<file path="src/rtl/rr_mux_pkg.sv">
// Shared constants and types for the round-robin stream multiplexer.
// Used by rr_arbiter and rr_stream_mux.
package rr_mux_pkg;

  localparam int DEF_WIDTH = 32;
  localparam int DEF_N     = 4;

  function automatic int sel_w(input int n);
    return (n > 1) ? $clog2(n) : 1;
  endfunction

  typedef logic [sel_w(DEF_N)-1:0] idx_t;

endpackage

</file>
<file path="src/rtl/rr_arbiter.sv">
// Combinational round-robin arbiter: search starts after the last grant.
// RR_STREAM_MUX_FIXED_PRIO_EN makes channel 0 the fixed highest priority.
module rr_arbiter
  import rr_mux_pkg::*;
#(
  parameter int N     = DEF_N,
  parameter int SEL_W = sel_w(N)
) (
  input  logic [N-1:0]     req,
  input  logic [SEL_W-1:0] last,
  input  logic             enable,
  output logic [N-1:0]     grant,
  output logic [SEL_W-1:0] idx,
  output logic             any
);

  int start;

`ifdef RR_STREAM_MUX_FIXED_PRIO_EN
  logic unused_last;
  assign unused_last = ^last;
  assign start = 0;
`else
  assign start = (int'(last) >= N - 1) ? 0 : int'(last) + 1;
`endif

  assign any = |req;

  always_comb begin
    logic found;
    int   c;
    grant = '0;
    idx   = '0;
    found = 1'b0;
    c     = 0;
    for (int k = 0; k < N; k++) begin
      c = start + k;
      if (c >= N) c = c - N;
      if (!found && req[c]) begin
        found    = 1'b1;
        grant[c] = enable;
        idx      = SEL_W'(c);
      end
    end
  end

endmodule

</file>
<file path="src/rtl/rr_stream_mux.sv">
// N:1 valid/ready stream mux with round-robin arbitration and registered output.
// Define RR_STREAM_MUX_FIXED_PRIO_EN for fixed (lowest index wins) priority.
module rr_stream_mux
  import rr_mux_pkg::*;
#(
  parameter int WIDTH = DEF_WIDTH,
  parameter int N     = DEF_N,
  parameter int SEL_W = sel_w(N)
) (
  input  logic               clk,
  input  logic               rst_n,
  input  logic [N*WIDTH-1:0] in_data,
  input  logic [N-1:0]       in_valid,
  output logic [N-1:0]       in_ready,
  output logic [WIDTH-1:0]   out_data,
  output logic               out_valid,
  input  logic               out_ready,
  output logic [SEL_W-1:0]   out_sel
);

  logic             load;
  logic             any;
  logic [N-1:0]     grant;
  logic [SEL_W-1:0] gidx;
  logic [SEL_W-1:0] last;

  assign load = ~out_valid | out_ready;

  rr_arbiter #(
    .N    (N),
    .SEL_W(SEL_W)
  ) u_arb (
    .req   (in_valid),
    .last  (last),
    .enable(load & rst_n),
    .grant (grant),
    .idx   (gidx),
    .any   (any)
  );

  assign in_ready = grant;

  always_ff @(posedge clk or negedge rst_n) begin
    if (!rst_n) begin
      out_valid <= 1'b0;
      out_data  <= '0;
      out_sel   <= '0;
    end else if (load) begin
      out_valid <= any;
      if (any) begin
        out_data <= in_data[int'(gidx)*WIDTH +: WIDTH];
        out_sel  <= gidx;
      end
    end
  end

`ifdef RR_STREAM_MUX_FIXED_PRIO_EN
  assign last = '0;
`else
  always_ff @(posedge clk or negedge rst_n) begin
    if (!rst_n) last <= SEL_W'(N - 1);
    else if (load && any) last <= gidx;
  end
`endif

endmodule

</file>
<file path="config.mk">
export PLATFORM = sky130hd
export DESIGN_NAME = rr_stream_mux
export DESIGN_NICKNAME = d
export VERILOG_FILES = /design/src/rtl/rr_mux_pkg.sv /design/src/rtl/rr_arbiter.sv /design/src/rtl/rr_stream_mux.sv
export SDC_FILE = /design/constraint.sdc
export NUM_CORES = 1
export LEC_CHECK = 0
export BUFFER_PORTS_ARGS = -buffer_cell sky130_fd_sc_hd__buf_2
export CORE_ASPECT_RATIO = 2
export CORE_UTILIZATION = 46
export CTS_BUF_LIST = sky130_fd_sc_hd__clkbuf_4
export DETAILED_ROUTE_END_ITERATION = 16
export GPL_ROUTABILITY_DRIVEN = 0
export PLACE_DENSITY = 0.89
export SKIP_LAST_GASP = 1
export SLEW_MARGIN = 25
export SYNTH_ARGS = -nofsm -noshare
export SYNTH_HDL_FRONTEND = slang
export SYNTH_SLANG_ARGS = --single-unit
</file>
<file path="constraint.sdc">
create_clock -name clk -period 3.7 [get_ports clk]
set_input_delay 0.74 -clock clk [delete_from_list [all_inputs] [get_ports clk]]
set_output_delay 0.74 -clock clk [all_outputs]
set_load 0.1 [all_outputs]
</file>
Yosys cells after proc, flatten, opt, wreduce, memory -nomap -nowiden
Index checks and enable logic that the tools add are counted.
{ "word_totals": {"regBits": 37, "input_bits": 135, "output_inout_bits": 39} }
{ "classes": {"add_sub_neg": 8, "n_lt_le_gt_ge": 13, "shifts": 1, "n_mux": 39, "bitwise_logic": 4, "n_reduce_logical": 13} }
{ "op_table": {"columns": ["operator", "n"], "rows": [
  ["$mux 32", 5],
  ["$ge 32x1->1 const B", 4],
  ["$ge 32x4->1 const B", 4],
  ["$lt 32x4->1 const B", 4],
  ["$shiftx 128x8->32", 1],
  ["$sub 32x4->32 const B", 4],
  ["$add 32x3->32 const B", 2],
  ["$add 32x2->32 const B", 1],
  ["$mux 4", 4],
  ["$mux 1", 15],
  ["$bwmux 4", 3],
  ["$bmux 1 s2", 4],
  ["$demux 1 s2", 4],
  ["$logic_and 1x1->1", 8],
  ["$mux 2", 4],
  ["$and 4x4->4", 1],
  ["$reduce_or 4->1", 1],
  ["$add 2x1->3 const B", 1],
  ["$logic_not 1->1", 3],
  ["$ge 2x2->1 const B", 1],
  ["$reduce_and 2->1", 1],
  ["$and 1x1->1", 1],
  ["$not 1->1", 1],
  ["$or 1x1->1", 1]
]} }

Logic depth before layout (Yosys ltp)
Gate-level depths: netlist of the first run.
{ "logic_depth": {"depth_word": 18, "depth_mapped": 12} }

By module
From an unflattened synthesis of the first run, not the netlist that was laid out.
{ "hier_totals": {"cells_unflattened": 190, "area_unflattened_um2": 2766.4} }
{ "by_module_without_submodules": {"columns": ["mod", "n_inst", "cells_each", "area_each_um2"], "rows": [
  ["rr_stream_mux", 1, 123, 2208.4],
  ["rr_arbiter", 1, 67, 558.0]
]} }

Worst setup path before layout of the first run
Ideal clock, no wire load.
{ "synth_timing": {"kind": "register -> output", "startpoint": "register last[0]", "endpoint": "output port in_ready[3]", "arrival_ns": 3.617, "path_slack_ns": -0.657, "stages_incl_launch_ff": 10, "path_buffers": 1, "cell_sequence": "dfstp_2 > buf_6 > inv_1 > ha_1 > or2_0 > mux4_2 > nor2b_1 > a22o_1 > a22oi_1 > a21oi_1"} }
{ "synth_via": {"elab_chain_cells": 17} }
{ "synth_rtl": {"columns": ["item", "line", "rtl"], "rows": [
  ["from (decl)", "rr_stream_mux.sv:25", "logic [SEL_W-1:0] last;"],
  ["from (signal assigned)", "rr_stream_mux.sv:61", "if (!rst_n) last <= SEL_W'(N - 1);"],
  ["from (signal assigned)", "rr_stream_mux.sv:62", "else if (load && any) last <= gidx;"],
  ["$add 2x1->3 / $ge 2x2->1 (equally long branches)", "rr_arbiter.sv:24", "assign start = (int'(last) >= N - 1) ? 0 : int'(last) + 1;"],
  ["$mux 32 (*)", "rr_arbiter.sv:24", null],
  ["branches (longest 14 deep; another with $add 32x2->32)", null, null],
  ["$mux 4 (*)", "rr_arbiter.sv:39", "if (!found && req[c]) begin"],
  ["to (decl)", "rr_stream_mux.sv:14", "output logic [N-1:0] in_ready,"]
]} }
Every way passes the cells marked *. The select of a mux whose other input is x is not followed.

Worst setup path after layout of the first run
Ends and elaborated chain as after synthesis.

==> results of run 1 <==
[cells by family (layout without fill, tap and decap cells)]
group | Yosys count | count (layout) | share of synthesized area, %
AO/OA/AOI/OAI | 71 | 71 | 25.4
adder cells (fa/ha/maj) | 8 | 8 | 3.27
buffers and inverters | 28 | 196 | 6.75
flip-flops | 37 | 37 | 30.3
multiplexers | 71 | 71 | 24.2
AND/OR/NAND/NOR | 67 | 67 | 9.98
[per-layer routing]
layer / up-vias / GRT usage, %
li1: 1418 / -
met1: 1441 / 26.8
met2: 165 / 51.9
met3: 39 / 5.62
met4: 0 / 15.8
met5: - / 0
[layout make-up]
| class | count | share of cell area (%) |
|---|---|---|
| Multi-Input combinational cell | 217 | 48.3 |
| Timing Repair Buffer | 185 | 25.1 |
| Sequential cell | 37 | 22.3 |
| Tap cell | 86 | 2.59 |
| Clock buffer | 8 | 1.45 |
| Inverter | 3 | 0.271 |
[registers in the layout, summed over array words and instances (netlist names)]
| name | flops |
|---|---|
| out_valid | 1 |
| last | 2 |
| out_sel | 2 |
| out_data | 32 |
[through the flow]
step                std cells  area, µm²  utilization [%]  setup slack (ps)
global placement          524       4040             63.5               313
detailed placement        524       4040             63.5               174
finish                    536       4150             65.3              90.8
global route              536       4150             65.3             -9.45
CTS                       535       4120             64.8              40.5
floorplan                 282       3110                -               219
[repair_timing]
item | in CTS | in global routing
endpoints found under the setup margin | 4 | 4
resized for setup | 1 | 8
setup buffers | 3 | 1
[placed cells by master, fill, tap and decap left out, types with 2 or more instances in the layout]
| cell | Yosys | final |
|---|---|---|
| buf_2 | 6 | 169 |
| mux2i_1 | 67 | 67 |
| nand2_1 | 46 | 46 |
| dfrtp_1 | 35 | 35 |
| o221ai_2 | 31 | 31 |
| buf_4 | 2 | 10 |
| clkbuf_4 | 0 | 8 |
| ha_1 | 8 | 7 |
| o21ai_0 | 7 | 6 |
| buf_12 | 3 | 6 |
| a22o_1 | 4 | 4 |
| a21oi_4 | 0 | 4 |
| inv_1 | 3 | 3 |
| a22oi_1 | 5 | 3 |
| nor2_1 | 3 | 3 |
| nand3_1 | 3 | 3 |
| nor3_1 | 3 | 3 |
| nand3b_1 | 3 | 3 |
| mux4_2 | 2 | 2 |
| a22oi_2 | 0 | 2 |
| a21oi_1 | 6 | 2 |
| a21boi_0 | 2 | 2 |
| a221oi_2 | 2 | 2 |
| a211o_1 | 2 | 2 |
| dfstp_2 | 2 | 2 |
[final timing paths]
kind / startpoint / end / slack [ps] / depth (start not counted)
max in group asynchronous: rst_n / last[1] / 2870 / 2
hold reg to reg: out_data[3] / out_data[3] / 490 / 2
setup reg to reg: last[0] / out_data[26] / 520 / 11
hold / removal: rst_n / out_sel[0] / 480 / 2
setup / recovery: last[0] / in_ready[3] / 90 / 8
min in group clk: out_data[3] / out_data[3] / 490 / 2
==> flow_summary.json, run 1 <==
{
  "cts_sinks": 37,
  "yosysMostFrequentCell": "mux2i_1",
  "drtAntennaViolNets": 0,
  "finalSetupViolCount": 0,
  "portBuffers": 173,
  "dp_hpwl_um": 7330,
  "gr-total-overflow": 0,
  "die-width_um": 59.7,
  "crit_type": "flip-flop to primary output",
  "synth_area_mm2": 0.00306,
  "grt_max_degree": 38,
  "cp_top_family": "compound AO/OA/AOI/OAI gates",
  "htreeDepth": 2,
  "synth_cell_types": 47,
  "num-nets-final": 592,
  "ys_async_sr_fraction_pct": 100,
  "dr.max_layer_used": "met4",
  "fp.coreArea_mm2": 0.00636,
  "yosys_warnings": 0,
  "cp-end-kind": "primary output",
  "synthTopCellsByArea": "dfrtp_1, mux2i_1, o221ai_2, nand2_1, ha_1",
  "n_fill_cell": 542,
  "postCtsHoldBufs": 0,
  "cts-buffers-inserted": 5,
  "crit_slowest_cell": "dfstp_2",
  "maxCapViolations": 0,
  "clk_pin_slew_worst_paths_ps": 120,
  "synth_edf_count": 0,
  "cp.arrival_ps": 2870,
  "period_share_pct": 97.5,
  "drtPass1Iterations": 6,
  "crit_required_ps": 2960,
  "worstPathMaxFanout": 6,
  "diodes": 0,
  "period_needed_ps": 3610,
  "fmax_mhz": 277,
  "yosysSeqAreaShare_pct": 30.3,
  "grt.total_usage_pct": 28.2,
  "register_area_um2": 928,
  "synth-main-ff-cell": "dfrtp_1",
  "crit_buf_inv": 2,
  "drc": 0,
  "hold_violations": 0,
  "cts-root-buf": "clkbuf_4",
  "viasPerCell": 5.71,
  "synth_fp_nets": 425,
  "grt_pass1_wl_um": 14900,
  "antenna_found_initial": 0,
  "status": "complete, no violations",
  "synth_top_area_share_pct": 28.6,
  "clkLatencyLatePin_ps": 350,
  "num_vias": 3063,
  "skew_ps": 10.5,
  "hp-class": "input pin to asynchronous set/reset pin",
  "multiInputGateArea_mm2": 0.00201,
  "die_area_mm2": 0.00700,
  "rows": 41,
  "rsz0062_at_grt": "true",
  "drt_iter0_drc": 224,
  "area_growth_pct": 35.7,
  "tns_ps": 0,
  "ys_ff_latch": 37,
  "yosys-top-cells-count": "mux2i_1, nand2_1, dfrtp_1",
  "slowest_delay_ps": 590,
  "maxSlewViolCount": 0,
  "startpoint_type": "flip-flop",
  "avgSynthCellArea_um2": 10.9,
  "cts_tree": "done",
  "holdWs_ps": 477,
  "route.met2.wl_um": 5330,
  "wl_met3_um": 521,
  "grt_pass1_vias": 3306,
  "ctsLongestPathBuffers": 2,
  "worst_slew_pin_slew_ps": 765,
  "wirelength_um": 9290,
  "wl_met1_um": 3000,
  "synth_cells": 282,
  "initial_core_util_pct": 48.1,
  "die_y_um": 117,
  "worstPathCellList": "inv_1 -> ha_1 -> or2_1 -> mux4_2 -> a22o_1 -> a22oi_1 -> a21oi_4 -> buf_12",
  "post_drt_wl_per_cell_um": 17.3,
  "relSlewSlack_pct": 49.0,
  "yosys.area.top_type": "dfrtp_1",
  "drive_gt1_share_pct": 55.3,
  "io_pins": 174
}
Power of run 1 is not shown: default switching activity piles up to over one toggle a cycle in this logic, so the estimate is an artifact.
==> run 2: changes to the inputs <==
--- a/config.mk
+++ b/config.mk
@@ -5,9 +5,10 @@
 export SDC_FILE = /design/constraint.sdc
 export NUM_CORES = 1
 export LEC_CHECK = 0
+export ABC_AREA = 1
 export BUFFER_PORTS_ARGS = -buffer_cell sky130_fd_sc_hd__buf_2
 export CORE_ASPECT_RATIO = 2
-export CORE_UTILIZATION = 46
+export CORE_UTILIZATION = 48
 export CTS_BUF_LIST = sky130_fd_sc_hd__clkbuf_4
 export DETAILED_ROUTE_END_ITERATION = 16
 export GPL_ROUTABILITY_DRIVEN = 0
==> run 2 against run 1 <==
Cell area is 9.3% higher. Utilization is 2.4 points lower. Clock skew hardly changed. Synthesized cell count is 110% higher. Count of clock-buffer cells in the layout is 2 lower.
==> flow_summary.json, run 2 <==
{
  "finalSetupViolCount": 0,
  "antenna_found_initial": 0,
  "yosys_warnings": 0,
  "initial_core_util_pct": 49.6,
  "fp.coreArea_mm2": 0.00721,
  "crit_slowest_cell": "dfstp_2",
  "synth_edf_count": 0,
  "fmax_mhz": 284,
  "grt_pass1_vias": 3861,
  "largest_register_ffs": 32,
  "synthMuxAreaShare_pct": 0,
  "slowest_delay_ps": 590,
  "top_register": "out_data",
  "worstPathMaxFanout": 7,
  "yosys.area.top_type": "nand2_1",
  "utilization_pct": 62.9,
  "synthXorXnorAreaFrac_pct": 0,
  "ys_async_sr_fraction_pct": 100,
  "period_needed_ps": 3520,
  "post_drt_wl_per_cell_um": 12.8,
  "num_vias": 4404,
  "grt_max_degree": 66,
  "cp-end-kind": "primary output",
  "ys_ff_latch": 37,
  "setup_ws_ps": 175,
  "relSlewSlack_pct": 36.0,
  "clkLatencyLatePin_ps": 330,
  "num-nets-final": 900,
  "period_share_pct": 95.3,
  "drive_gt1_share_pct": 28.8,
  "place_ws_ps": 309,
  "io_pins": 174,
  "cts-buffers-inserted": 5,
  "tns_ps": 0,
  "viasPerCell": 5.18,
  "synth_fp_nets": 743,
  "cts_tree": "done",
  "gr-total-overflow": 0,
  "avgSynthCellArea_um2": 5.96,
  "die_y_um": 124,
  "startpoint_type": "flip-flop",
  "n_fill_cell": 668,
  "maxCapViolations": 0,
  "postCtsHoldBufs": 0,
  "synth_cell_types": 24,
  "drtPass1Iterations": 5,
  "worstPathCellList": "inv_1 -> ha_1 -> inv_1 -> nand3_1 -> nand2_2 -> nand3_1 -> a21oi_2 -> nand2_1 -> a41oi_2 -> buf_4",
  "crit_path_start": "last[1]",
  "drt_iter0_drc": 214,
  "crit_required_ps": 2960,
  "dp_hpwl_um": 8120,
  "crit_type": "flip-flop to primary output",
  "yosys-top-cells-count": "nand2_1, nand3_1, inv_1",
  "cts-root-buf": "clkbuf_4",
  "ctsLongestPathBuffers": 2,
  "area_growth_pct": 26.9,
  "r2r_end": "out_data[9]",
  "cp.arrival_ps": 2780,
  "synth_area_mm2": 0.00358,
  "grt_pass1_wl_um": 17100,
  "crit_end": "in_ready[0]",
  "synth-simple-area-share_pct": 52.0,
  "die_area_mm2": 0.00782,
  "synthTopCellsByArea": "nand2_1, dfrtp_1, nand3_1, inv_1, nand3b_1",
  "drtAntennaViolNets": 0,
  "synth_compound_gate_area_share_pct": 1.57,
  "portBuffers": 173,
  "wirelength_um": 10900,
  "final_cell_mix": "nand2_1, buf_2, nand3_1, inv_1, dfrtp_1",
  "worst_slew_pin_slew_ps": 954,
  "r2r_start": "last[1]",
  "yosysSeqAreaShare_pct": 26.0,
  "htreeDepth": 2,
  "synth_adder_area_share_pct": 2.80,
  "grt.total_usage_pct": 27.4,
  "synth_top_area_share_pct": 24.8,
  "hold_violations": 0,
  "drc": 0,
  "synth_top_family_by_area": "simple AND/OR/NAND/NOR gates",
  "cts_sinks": 37,
  "die-width_um": 63.0,
  "hp-class": "input pin to asynchronous set/reset pin",
  "rsz0062_at_grt": "false",
  "final_common_cell": "nand2_1",
  "r2r_slack_ps": 550,
  "top_regs": "out_data: 32 flops, last: 2 flops, out_sel: 2 flops",
  "synth-main-ff-cell": "dfrtp_1",
  "yosysMostFrequentCell": "nand2_1",
  "diodes": 0,
  "numPlacedInstances": 840,
  "skew_ps": 10.8,
  "maxSlewViolCount": 0,
  "clk_pin_slew_worst_paths_ps": 120,
  "status": "complete, no violations",
  "synth_cells": 600,
  "r2r_cells": 14,
  "rows": 44,
  "final_cells": 850
}
[run 2: worst max-delay path, delay by kind of cell (launching register included)]
family | cells | cell delay [ps]
flops | 1 | 590
fa+ha+maj | 1 | 390
simple gates | 4 | 500
buf+inv | 3 | 590
compound gates | 2 | 370
[run 2: worst min-delay path by stage]
stage,cells past startpoint,end,slack (ps),start
6_report,2,out_data[31],470,rst_n
5_1_grt,2,out_data[18],500,rst_n
4_1_cts,2,out_data[31],470,rst_n
3_5_place_dp,2,out_data[24],460,out_data[24]
3_3_place_gp,2,out_data[1],460,out_data[1]
2_1_floorplan,0,out_data[0],440,rst_n
[run 2: area by class of cell]
type	instances	area [µm²]	share of cell area, %
flip-flops and latches	37	928	20.5
well taps	92	115	2.54
multi-input cells	419	2050	45.1
clock inverters	2	10.0	0.221
repair buffers	183	975	21.5
clock buffers	6	45.0	0.992
inverters	111	417	9.18
[run 2: routing by layer]
metal	routed length [µm]	global-route usage [%]	up-vias
li1	-	-	2154
met2	5680	50.5	218
met4	486	15.7	0
met1	4210	30.1	1983
met5	0	0	-
met3	553	2.66	49
[run 2: kinds of logic (layout without fill, tap and decap cells)]
logic type | Yosys count | after routing
AND/OR/NAND/NOR | 402 | 402
buffers and inverters | 144 | 302
flip-flops | 37 | 37
AO/OA/AOI/OAI | 9 | 9
adder cells (fa/ha/maj) | 8 | 8
[run 2: repair_timing]
action	in CTS	in global routing
gates resized for setup	4	4
pin swaps	0	0
buffers inserted	0	2
endpoints found under the setup margin	4	4
[run 2: stage by stage]
step                cell area [µm²]  hold WS (ps)
floorplan                      3600           444
global placement               4440           458
detailed placement             4440           460
CTS                            4510           470
global route                   4540           497
finish                         4540           466
Power of run 2 is left out for the same reason.
==> run 3: changes to the inputs <==
==> constraint.sdc (replaced) <==
create_clock -name clk -period 3.7 [get_ports clk]
set_input_delay 0.555 -clock clk [delete_from_list [all_inputs] [get_ports clk]]
set_output_delay 0.555 -clock clk [all_outputs]
set_load 0.1 [all_outputs]
==> run 3 against run 2 <==
Sequential cell count is the same. Critical path type unchanged. Final cell count down 0.35%. Cell area down 0.47%. Worst hold slack lost 200 ps. Via count rose by 1.3%. Clock skew rose by 4.4 ps. Highest routed layer unchanged. Global-route usage increased by 2.2 points.
==> flow_summary.json, run 3 (same netlist as run 2, synthesis figures left out) <==
{
  "grt_pass1_vias": 4149,
  "die_y_um": 124,
  "place_area_mm2": 0.00445,
  "cts-root-buf": "clkbuf_4",
  "finalSetupViolCount": 0,
  "worstPathCellList": "inv_2 -> ha_1 -> inv_1 -> nand3_1 -> nand2_2 -> nand3_1 -> a21oi_2 -> nand2_1 -> a41oi_2 -> buf_4",
  "viasPerCell": 5.27,
  "n_fill_cell": 702,
  "period_share_pct": 94.1,
  "drt_iter0_drc": 350,
  "grt_max_degree": 66,
  "num-nets-final": 897,
  "crit_type": "flip-flop to primary output",
  "rsz0062_at_grt": "false",
  "cp.arrival_ps": 2930,
  "gr-total-overflow": 0,
  "portBuffers": 173,
  "final_common_cell": "nand2_1",
  "initial_core_util_pct": 49.6,
  "drive_gt1_share_pct": 28.6,
  "top_regs": "out_data: 32 flops, last: 2 flops, out_sel: 2 flops",
  "maxCapViolations": 0,
  "htreeDepth": 2,
  "utilization_pct": 62.6,
  "rows": 44,
  "grt.total_usage_pct": 29.7,
  "io_pins": 174,
  "fin_area_mm2": 0.00452,
  "drtPass1Iterations": 5,
  "relSlewSlack_pct": 42.4,
  "drc": 0,
  "fmax_mhz": 287,
  "largest_register_ffs": 32,
  "wirelength_um": 11500,
  "maxSlewViolCount": 0,
  "crit_slowest_cell": "dfstp_2",
  "cp-end-kind": "primary output",
  "post_drt_wl_per_cell_um": 13.6,
  "crit_path_frequent_cell": "nand3_1",
  "worst_slew_pin_slew_ps": 861,
  "diodes": 0,
  "multiInputGateArea_mm2": 0.00205,
  "clk_pin_slew_worst_paths_ps": 130,
  "dp_hpwl_um": 8560,
  "ctsLongestPathBuffers": 2,
  "final_cell_mix": "nand2_1, buf_2, nand3_1, inv_1, dfrtp_1",
  "slowest_delay_ps": 640,
  "cts-buffers-inserted": 5,
  "drtAntennaViolNets": 0,
  "period_needed_ps": 3480,
  "worstPathMaxFanout": 7,
  "top_register": "out_data",
  "tns_ps": 0,
  "clkLatencyLatePin_ps": 360,
  "cp_top_family": "flip-flops",
  "crit_buf_inv": 3,
  "register_area_um2": 928,
  "area_growth_pct": 26.3,
  "crit_required_ps": 3140,
  "startpoint_type": "flip-flop",
  "antenna_found_initial": 0,
  "r2r_slack_ps": 290,
  "hold_violations": 0,
  "fp.coreArea_mm2": 0.00721,
  "die-width_um": 63.0,
  "grt_pass1_wl_um": 18500,
  "status": "complete, no violations",
  "postCtsHoldBufs": 0,
  "setup_ws_ps": 219,
  "die_area_mm2": 0.00782,
  "cts_sinks": 37,
  "num_vias": 4462,
  "hp-class": "input pin to asynchronous set/reset pin",
  "place_ws_ps": 367,
  "skew_ps": 15.2,
  "cts_tree": "done"
}
run 3: cell count changes in the layout (fill, tap and decap cells not counted):
cell | before | now
buf_4 | 10 | 8
buf_12 | 1 | 2
clkbuf_4 | 6 | 7
clkinv_1 | 1 | 0
inv_2 | 3 | 4
buf_6 | 3 | 0
run 3: final cells by class:
cell class	instances	share of cell area, %
clock buffers	6	0.997
clock inverters	2	0.222
inverters	111	9.22
multi-input cells	419	45.4
flip-flops and latches	37	20.5
well taps	92	2.55
repair buffers	180	21.1
run 3: worst register-to-register path: cells and delay by family, from the launching register on:
kind          cells  cell delay [ps]
fa+ha+maj         1              220
buf+inv           3              510
flops             1              640
simple gates     11             1900
run 3: per-stage QoR:
step           instances  hold WS [ps]
2_1_floorplan        600           259
6_report             847           267
4_1_cts              847           268
3_5_place_dp         839           460
3_3_place_gp         839           458
5_1_grt              847           305
run 3: worst paths after layout:
| path | from | to | cells after the start |
|---|---|---|---|
| min | rst_n | out_data[29] | 2 |
| max in group asynchronous | rst_n | out_data[30] | 2 |
| min reg2reg | out_data[1] | out_data[1] | 2 |
| min in group clk | in_valid[2] | out_valid | 3 |
| max | last[0] | in_ready[2] | 10 |
| max reg2reg | last[0] | out_data[19] | 15 |
run 3: per-layer routing:
layer  share of wire [%]  global-route usage (%)  wire (µm)
met1                  35                    31.5       4070
met2                  53                    54.2       6140
met3                 6.3                    4.67        731
met4                 5.2                    17.6        602
met5                   0                       0          0
run 3: timing repair:
item                       in CTS  in global routing
setup endpoints to repair       0                  4
buffers inserted                0                  0
gates resized for setup         0                  8
Power of run 3 is left out for the same reason.
